## config.mk

```make
export PLATFORM = sky130hd
export DESIGN_NAME = seg_scan_ctrl
export DESIGN_NICKNAME = d
export VERILOG_FILES = /design/src/rtl/seg_scan_ctrl.sv
export SDC_FILE = /design/constraint.sdc
export NUM_CORES = 1
export LEC_CHECK = 0
export ABC_AREA = 1
export CORE_AREA = 2 2 84 86
export CTS_CLUSTER_DIAMETER = 80
export DETAILED_ROUTE_END_ITERATION = 12
export DIE_AREA = 0 0 86 88
export SLEW_MARGIN = 0
export SYNTH_ARGS = -nofsm -noshare
export SYNTH_HDL_FRONTEND = slang
export SYNTH_SLANG_ARGS = --single-unit
export TNS_END_PERCENT = 10
```

## constraint.sdc

```tcl
create_clock -name clk -period 2.2 [get_ports clk]
set_clock_uncertainty 0.15 [all_clocks]
set_input_delay 0.44 -clock clk [delete_from_list [all_inputs] [get_ports clk]]
set_output_delay 0.44 -clock clk [all_outputs]
set_load 0.05 [all_outputs]
```

## src/rtl/seg_scan_ctrl.sv

```systemverilog
// Time-multiplexed scan controller: double-buffers digit values and walks a
// one-hot digit select across a shared hex decoder, blanking each slot start.
module seg_scan_ctrl #(
  parameter int NUM_DIGITS = 4,
  parameter int PRESCALE   = 16,
  parameter int BLANK      = 2
) (
  input  logic                    clk,
  input  logic                    rst_n,
  input  logic                    en,
  input  logic                    load,
  input  logic [4*NUM_DIGITS-1:0] digits_in,
  output logic [3:0]              nibble,
  output logic [NUM_DIGITS-1:0]   digit_sel,
  output logic                    seg_en,
  output logic                    frame_done
);

  // state    | meaning
  // ST_IDLE  | scan stopped, digit select and segments off
  // ST_BLANK | digit selected, segments held off against ghosting
  // ST_SHOW  | digit selected, segments driven

  localparam int IDW = (NUM_DIGITS > 1) ? $clog2(NUM_DIGITS) : 1;
  localparam int CW  = (PRESCALE > 1) ? $clog2(PRESCALE) : 1;
  localparam int DW  = 4 * NUM_DIGITS;

  typedef enum logic [1:0] {
    ST_IDLE  = 2'd0,
    ST_BLANK = 2'd1,
    ST_SHOW  = 2'd2
  } state_t;

  localparam state_t         ST_START   = (BLANK == 0) ? ST_SHOW : ST_BLANK;
  localparam logic [CW-1:0]  CNT_LAST   = CW'(PRESCALE - 1);
  localparam logic [CW-1:0]  BLANK_LAST = (BLANK > 0) ? CW'(BLANK - 1) : '0;
  localparam logic [IDW-1:0] IDX_LAST   = IDW'(NUM_DIGITS - 1);

  state_t            state, state_nxt;
  logic [IDW-1:0]    idx, idx_nxt;
  logic [CW-1:0]     cnt, cnt_nxt;
  logic [DW-1:0]     pend, pend_nxt;
  logic              pend_valid, pend_valid_nxt;
  logic [DW-1:0]     disp, disp_nxt;
  logic [3:0]        nibble_nxt;
  logic [NUM_DIGITS-1:0] digit_sel_nxt;
  logic              seg_en_nxt;
  logic              frame_done_nxt;
  logic              slot_start;
  logic              frame_start;

  always_ff @(posedge clk or negedge rst_n) begin
    if (!rst_n) begin
      state      <= ST_IDLE;
      idx        <= '0;
      cnt        <= '0;
      pend       <= '0;
      pend_valid <= 1'b0;
      disp       <= '0;
      nibble     <= '0;
      digit_sel  <= '0;
      seg_en     <= 1'b0;
      frame_done <= 1'b0;
    end else begin
      state      <= state_nxt;
      idx        <= idx_nxt;
      cnt        <= cnt_nxt;
      pend       <= pend_nxt;
      pend_valid <= pend_valid_nxt;
      disp       <= disp_nxt;
      nibble     <= nibble_nxt;
      digit_sel  <= digit_sel_nxt;
      seg_en     <= seg_en_nxt;
      frame_done <= frame_done_nxt;
    end
  end

  always_comb begin
    state_nxt  = state;
    idx_nxt    = idx;
    cnt_nxt    = cnt;
    slot_start = 1'b0;
    case (state)
      ST_IDLE: begin
        if (en) begin
          state_nxt  = ST_START;
          idx_nxt    = '0;
          cnt_nxt    = '0;
          slot_start = 1'b1;
        end
      end
      ST_BLANK: begin
        cnt_nxt = cnt + CW'(1);
        if (cnt == BLANK_LAST) state_nxt = ST_SHOW;
      end
      ST_SHOW: begin
        if (cnt == CNT_LAST) begin
          cnt_nxt = '0;
          idx_nxt = (idx == IDX_LAST) ? '0 : idx + IDW'(1);
          // en is only honoured at slot boundaries so a digit is never cut short
          if (en) begin
            state_nxt  = ST_START;
            slot_start = 1'b1;
          end else begin
            state_nxt = ST_IDLE;
          end
        end else begin
          cnt_nxt = cnt + CW'(1);
        end
      end
      default: state_nxt = ST_IDLE;
    endcase

    frame_start = slot_start && (idx_nxt == '0);

    // transfer sees the old pend; a coincident load lands in pend for next frame
    disp_nxt       = (frame_start && pend_valid) ? pend : disp;
    pend_nxt       = pend;
    pend_valid_nxt = pend_valid && !frame_start;
    if (load) begin
      pend_nxt       = digits_in;
      pend_valid_nxt = 1'b1;
    end

    nibble_nxt     = slot_start ? disp_nxt[{idx_nxt, 2'b00} +: 4] : nibble;
    digit_sel_nxt  = (state_nxt == ST_IDLE) ? '0 : (NUM_DIGITS'(1) << idx_nxt);
    seg_en_nxt     = (state_nxt == ST_SHOW);
    frame_done_nxt = (state_nxt == ST_SHOW) && (cnt_nxt == CNT_LAST) &&
                     (idx_nxt == IDX_LAST);
  end

endmodule

```

* Yosys cells after proc, flatten, opt, wreduce, memory -nomap -nowiden
Index checks and enable logic that the tools add are counted.
Word-level totals: bits in registers 51, bits of input ports 20, output and inout bits 10, logic and storage cells 49
Operators by class: add/subtract/negate cells 2, equal/unequal tests 8, shift operators 2, muxes and demuxes 18, reductions and logical operators 9
Operators by type and width (count):
- 2-to-1 mux 16 bit | 1
- variable part select 16 x 5 -> 4 bit | 1
- 2-to-1 mux 2 bit | 6
- 2-to-1 mux 4 bit | 3
- one-hot mux 4 bit (3 select lines) | 1
- equality test 2 bit (second input constant) | 4
- equality test 4 bit (second input constant) | 2
- zero test 2 bit | 3
- one-hot mux 2 bit (3 select lines) | 1
- logical AND 1 bit | 5
- adder 4 x 1 -> 4 bit (second input constant) | 1
- equality test 4 x 1 -> 1 bit (second input constant) | 1
- 2-to-1 mux 1 bit | 4
- one-hot mux 2 bit (2 select lines) | 1
- << shifter 1 x 2 -> 4 bit (first input constant) | 1
- adder 2 x 1 -> 2 bit (second input constant) | 1
- equality test 2 x 1 -> 1 bit (second input constant) | 1
- one-hot mux 1 bit (2 select lines) | 1
- zero test 1 bit | 1

* Depth between registers and ports, before layout
depth in word-level cells 9, depth in mapped cells 14

* Least setup slack after synthesis
OpenSTA, ideal clock, no wires.
path kind register to register, from register idx[0], to register nibble[1], library setup time 0.118 ns, arrival 1.683 ns, required time 1.932 ns, path slack 0.249 ns, stages on the path, launching flop included 15, path buffers 1, clock period less this slack 1.951 ns, path through dfrtp_1 -> ha_1 -> inv_1 -> nand3_1 -> nor2_2 -> nor2_4 -> nand2_8 -> nand2_8 -> nor2_8 -> buf_12 -> nand3_2 -> nand3_1 -> nand3_1 -> nor2_1 -> nor2_1
On the way: longest elaborated chain between the ends 9, elaborated cells between the ends (all ways) 11, classes of those cells add/sub: 1; eq/ne: 1; shift: 1; mux: 5; reduce/logical: 3
RTL lines:
- start, declared | line 40 | logic [IDW-1:0] idx, idx_nxt;
- start signal, assigned | line 66 | idx <= idx_nxt;
- adder 2 x 1 -> 2 bit or equality test 2 bit (tied branches) | line 99 | idx_nxt = (idx == IDX_LAST) ? '0 : idx + IDW'(1);
- 2-to-1 mux 2 bit | line 99
- 2-to-1 mux 2 bit | line 97 | if (cnt == CNT_LAST) begin
- one-hot mux 2 bit (2 select lines) (*) | line 83 | case (state)
- zero test 2 bit | line 114 | frame_start = slot_start && (idx_nxt == '0);
- logical AND 1 bit | line 114
- logical AND 1 bit | line 117 | disp_nxt = (frame_start && pend_valid) ? pend : disp;
- 2-to-1 mux 16 bit | line 117
- variable part select 16 x 5 -> 4 bit (*) | line 125 | nibble_nxt = slot_start ? disp_nxt[{idx_nxt, 2'b00} +: 4] : nibble;
- end signal, assigned | line 71 | nibble <= nibble_nxt;
- end, declared | line 13 | output logic [3:0] nibble,
Mark *: on every way between the ends. The rest lies on a longest branch, timed or not. A chain may end at the register's enable or synchronous reset.

* Final worst setup path
from register idx[1], to register nibble[2]
Same word-level chain as after synthesis.

==> metrics.md <==
| Metric | Value |
|---|---|
| Status | finished clean |
| Placeable Area | 0.006644 sq mm |
| Max Cap Viol | 0 |
| Chip width | 86 microns |
| Final hold viol count | 0 |
| Sequential cell area fraction in the yosys report | 0.4911 |
| Grt total ovfl | 0 |
| CTS tree | done |
| Filler cells | 628 |
| Ys Warns | 0 |
| Share of layout cells above drive strength 1 | 0.2399 |
| DRT iter0 DRCs | 57 |
| Clock Sinks | 51 |
| RR Endpoint | nibble[2]$_DFFE_PN0P_ |
| Syn_area_per_cell | 9.055 sq um |
| Crit-path slowest cell | dfrtp_1 |
| Mux contribution to synthesized area | 0 |
| Synth Area in XOR/XNOR | 0.003370 |
| Worst r2r src | idx[1]$_DFF_PN0_ |
| # IOs | 30 |
| I/O Buffers | 29 |
| Max Slew Vio Count | 0 |
| Setup violations, final | 0 |
| Clk buf depth | 2 |
| Clock slew seen by the registers of the worst setup and hold paths | 90 ps |
| Register-to-Register Setup Slack | 30 ps |
| Vias | 1970 |
| Die Ht | 88 microns |
| Cell Chain, Critical Path | ha_1 > inv_1 > nand3_2 > nor2_4 > nor2_4 > nand2_8 > nand2_8 > nor2_8 > buf_8 > nand3_4 > nand3_2 > nand3_2 > nor2_2 > nor2_1 |
| Synth cell types | 32 |
| Top cell type's share of synthesized area | 0.4911 |
| Worst-Margin Slew | 498.2 ps |
| Drt drc | 0 |
| Worst setup startpoint | idx[1]$_DFF_PN0_ |
| Gate Count Post-Synth | 287 |
| CP peak stage delay | 390 ps |
| Cell taking the most area after synthesis | dfrtp_1 |
| CP Data Required Time | 2250 ps |
| Post-synth ARST share | 1.000 |
| Post-DP HPWL | 3700 microns |
| Cell with the most instances after synthesis | dfrtp_1 |
| DR WL/cell | 12.48 microns |
| Pin count of the biggest net entering global routing | 34 |
| Critical path class | reg -> reg |
| R2r worst-path depth | 14 |
| Root buffer cell | clkbuf_8 |
| Compound-gate portion of the synthesized area | 0.06644 |
| Syn Nets | 310 |
| Final wirelength | 5317 microns |
| Final ANT Viol Nets | 0 |
| Simple-gate portion of the synthesized area | 0.3125 |
| Leakage | 1.605 nW |
| Most used DFF post-synth | dfrtp_1 |
| Post-Synth Adder-Cell Area | 0.01444 |
| WP depth | 14 |
| Crit. End Element | flip-flop |
| #FFs+latches synth | 51 |
| Critical-path maximum fanout | 8 |
| CTS H-tree depth | 2 |
| Avg Vias per Cell | 4.624 |
| Hold crit path type | reg -> reg |
| Number of global-route vias before repair | 1929 |
| Top cells by count, synth | 51 x dfrtp_1, 47 x inv_1, 47 x nand2_1, 30 x nand3_1 |
| Final nets | 368 |
| Drt first pass iters | 4 |
| Post-Place Worst Slack | -143.9 ps |
| CP top delay family | simple AND/OR/NAND/NOR gates |
| First-pass GRT wire length | 8687 microns |
| Num CTS Buffers | 5 |
| Site Rows | 30 |
| Initial Util | 0.3911 |
| Worst hold slack | 354.4 ps |
| Netlist Area Pre-Place | 0.002599 sq mm |
| Worst setup SP type | flip-flop |
| RD Place Congestion | 0.7801 |
| F_max | 460.4 MHz |
| Tmin final | 2172 ps |
| Relative slew slack | 0.6668 |
| WP buf/inv | 2 |
| ANT cells | 0 |
| Post-synth EDFFs | 0 |
| Die area | 0.007568 sq mm |
| Largest family of logic cells by synthesized area | simple AND/OR/NAND/NOR gates |
| Arr. time, crit path | 2230 ps |
| GRT Util Overall | 0.1487 |
| Critical Path Sink | nibble[2]$_DFFE_PN0P_ |
| Layout area overhead | 28.50% |
| Crit-path most repeated cell | nand3_2 |
| Clk Latency, worst-skew pair | 300 ps |
| Fin crit share | 0.9874 |
| Pwr/cell area | 1252 mW/mm^2 |
| Top cells by area, synth | dfrtp_1 49%, inv_1 6.8%, nand2_1 6.8% |
| Setup slack after layout | 27.74 ps |
| Max VDD drop | 367.0 uV |
| Initial antenna violation count | 0 |
| RSZ-0062 raised after global routing | true |
## where the power goes
| part | leakage, nW | switching [mW] | internal (mW) |
|---|---|---|---|
| registers | 0.601 | 0.147 | 1.23 |
| clock network | 0.0412 | 0.315 | 0.223 |
| logic | 0.962 | 1.30 | 0.957 |
## per-layer routing
layer	up-vias	part of all wire	track usage
met5	-	0	0
met4	0	0.0068	0.04185
met3	4	0.029	0.03205
met2	28	0.51	0.2586
met1	934	0.46	0.1872
li1	1004	-	-
## stage by stage
stage / util / cells / setup TNS [ps] / power, mW / area, sq um
floorplan: - / 287 / 0 / 2.866 / 2599
global placement: 0.4674 / 411 / -407.6 / 3.455 / 3105
detailed placement: 0.4674 / 411 / -563.8 / 3.493 / 3105
CTS: 0.4817 / 420 / 0 / 4.044 / 3201
global route: 0.5026 / 426 / -303.0 / 4.519 / 3339
finish: 0.5026 / 426 / 0 / 4.180 / 3339
## kinds of logic (layout without fill, tap and decap cells)
group           after synthesis  count (layout)
xor+xnor                      1               1
simple gates                141             141
fa+ha+maj                     3               3
compound gates               31              31
buf+inv                      60             119
flops                        51              51
## sequential cells by signal, indices dropped and copies added (netlist names)
| signal | cells |
|---|---|
| nibble | 4 |
| disp | 16 |
| idx | 2 |
| pend | 16 |
| digit_sel | 4 |
| cnt | 4 |
| state | 2 |
| frame_done | 1 |
| pend_valid | 1 |
| seg_en | 1 |
## cells in the final DEF, fill, tap and decap left out, types with 6 or more instances in the layout
master,count
nand2_2,6
buf_4,25
nand2_1,46
dfrtp_1,50
nor2_1,19
and2_1,12
clkdlybuf4s50_1,28
inv_1,47
nand3_2,14
nand3_1,22
o21ai_0,21
## worst min path at each step
stage                             end            startpoint  cells past startpoint  slack [ps]
2_1_floorplan        cnt[0]$_DFF_PN0_                 rst_n                      0          -6
3_3_place_gp   digit_sel[2]$_DFF_PN0_                 rst_n                      1         270
3_5_place_dp   digit_sel[2]$_DFF_PN0_                 rst_n                      1         280
4_1_cts             disp[9]$_DFF_PN0_   pend[9]$_DFFE_PN0P_                      1         360
5_1_grt            disp[11]$_DFF_PN0_  pend[11]$_DFFE_PN0P_                      1         380
6_report            disp[9]$_DFF_PN0_   pend[9]$_DFFE_PN0P_                      1         350
## area by class of cell
cell class	instances	area (sq um)	share of cell area
clock buffer	6	72.57	0.02173
timing repair buffer	60	560.5	0.1679
inverter	51	207.7	0.06220
tap	80	100.1	0.02997
multi-input combinational	176	1109	0.3320
sequential	51	1277	0.3825
clock inverter	2	12.51	0.003747
## repair_timing
| item | in CTS | in global routing |
|---|---|---|
| hold buffers | 1 | 0 |
| setup buffers | 0 | 6 |
| resized for setup | 0 | 22 |
| endpoints found under the setup margin | 0 | 5 |
| endpoints found under the hold margin | 19 | 0 |
Note: power is estimated with default switching activity, not from simulation.
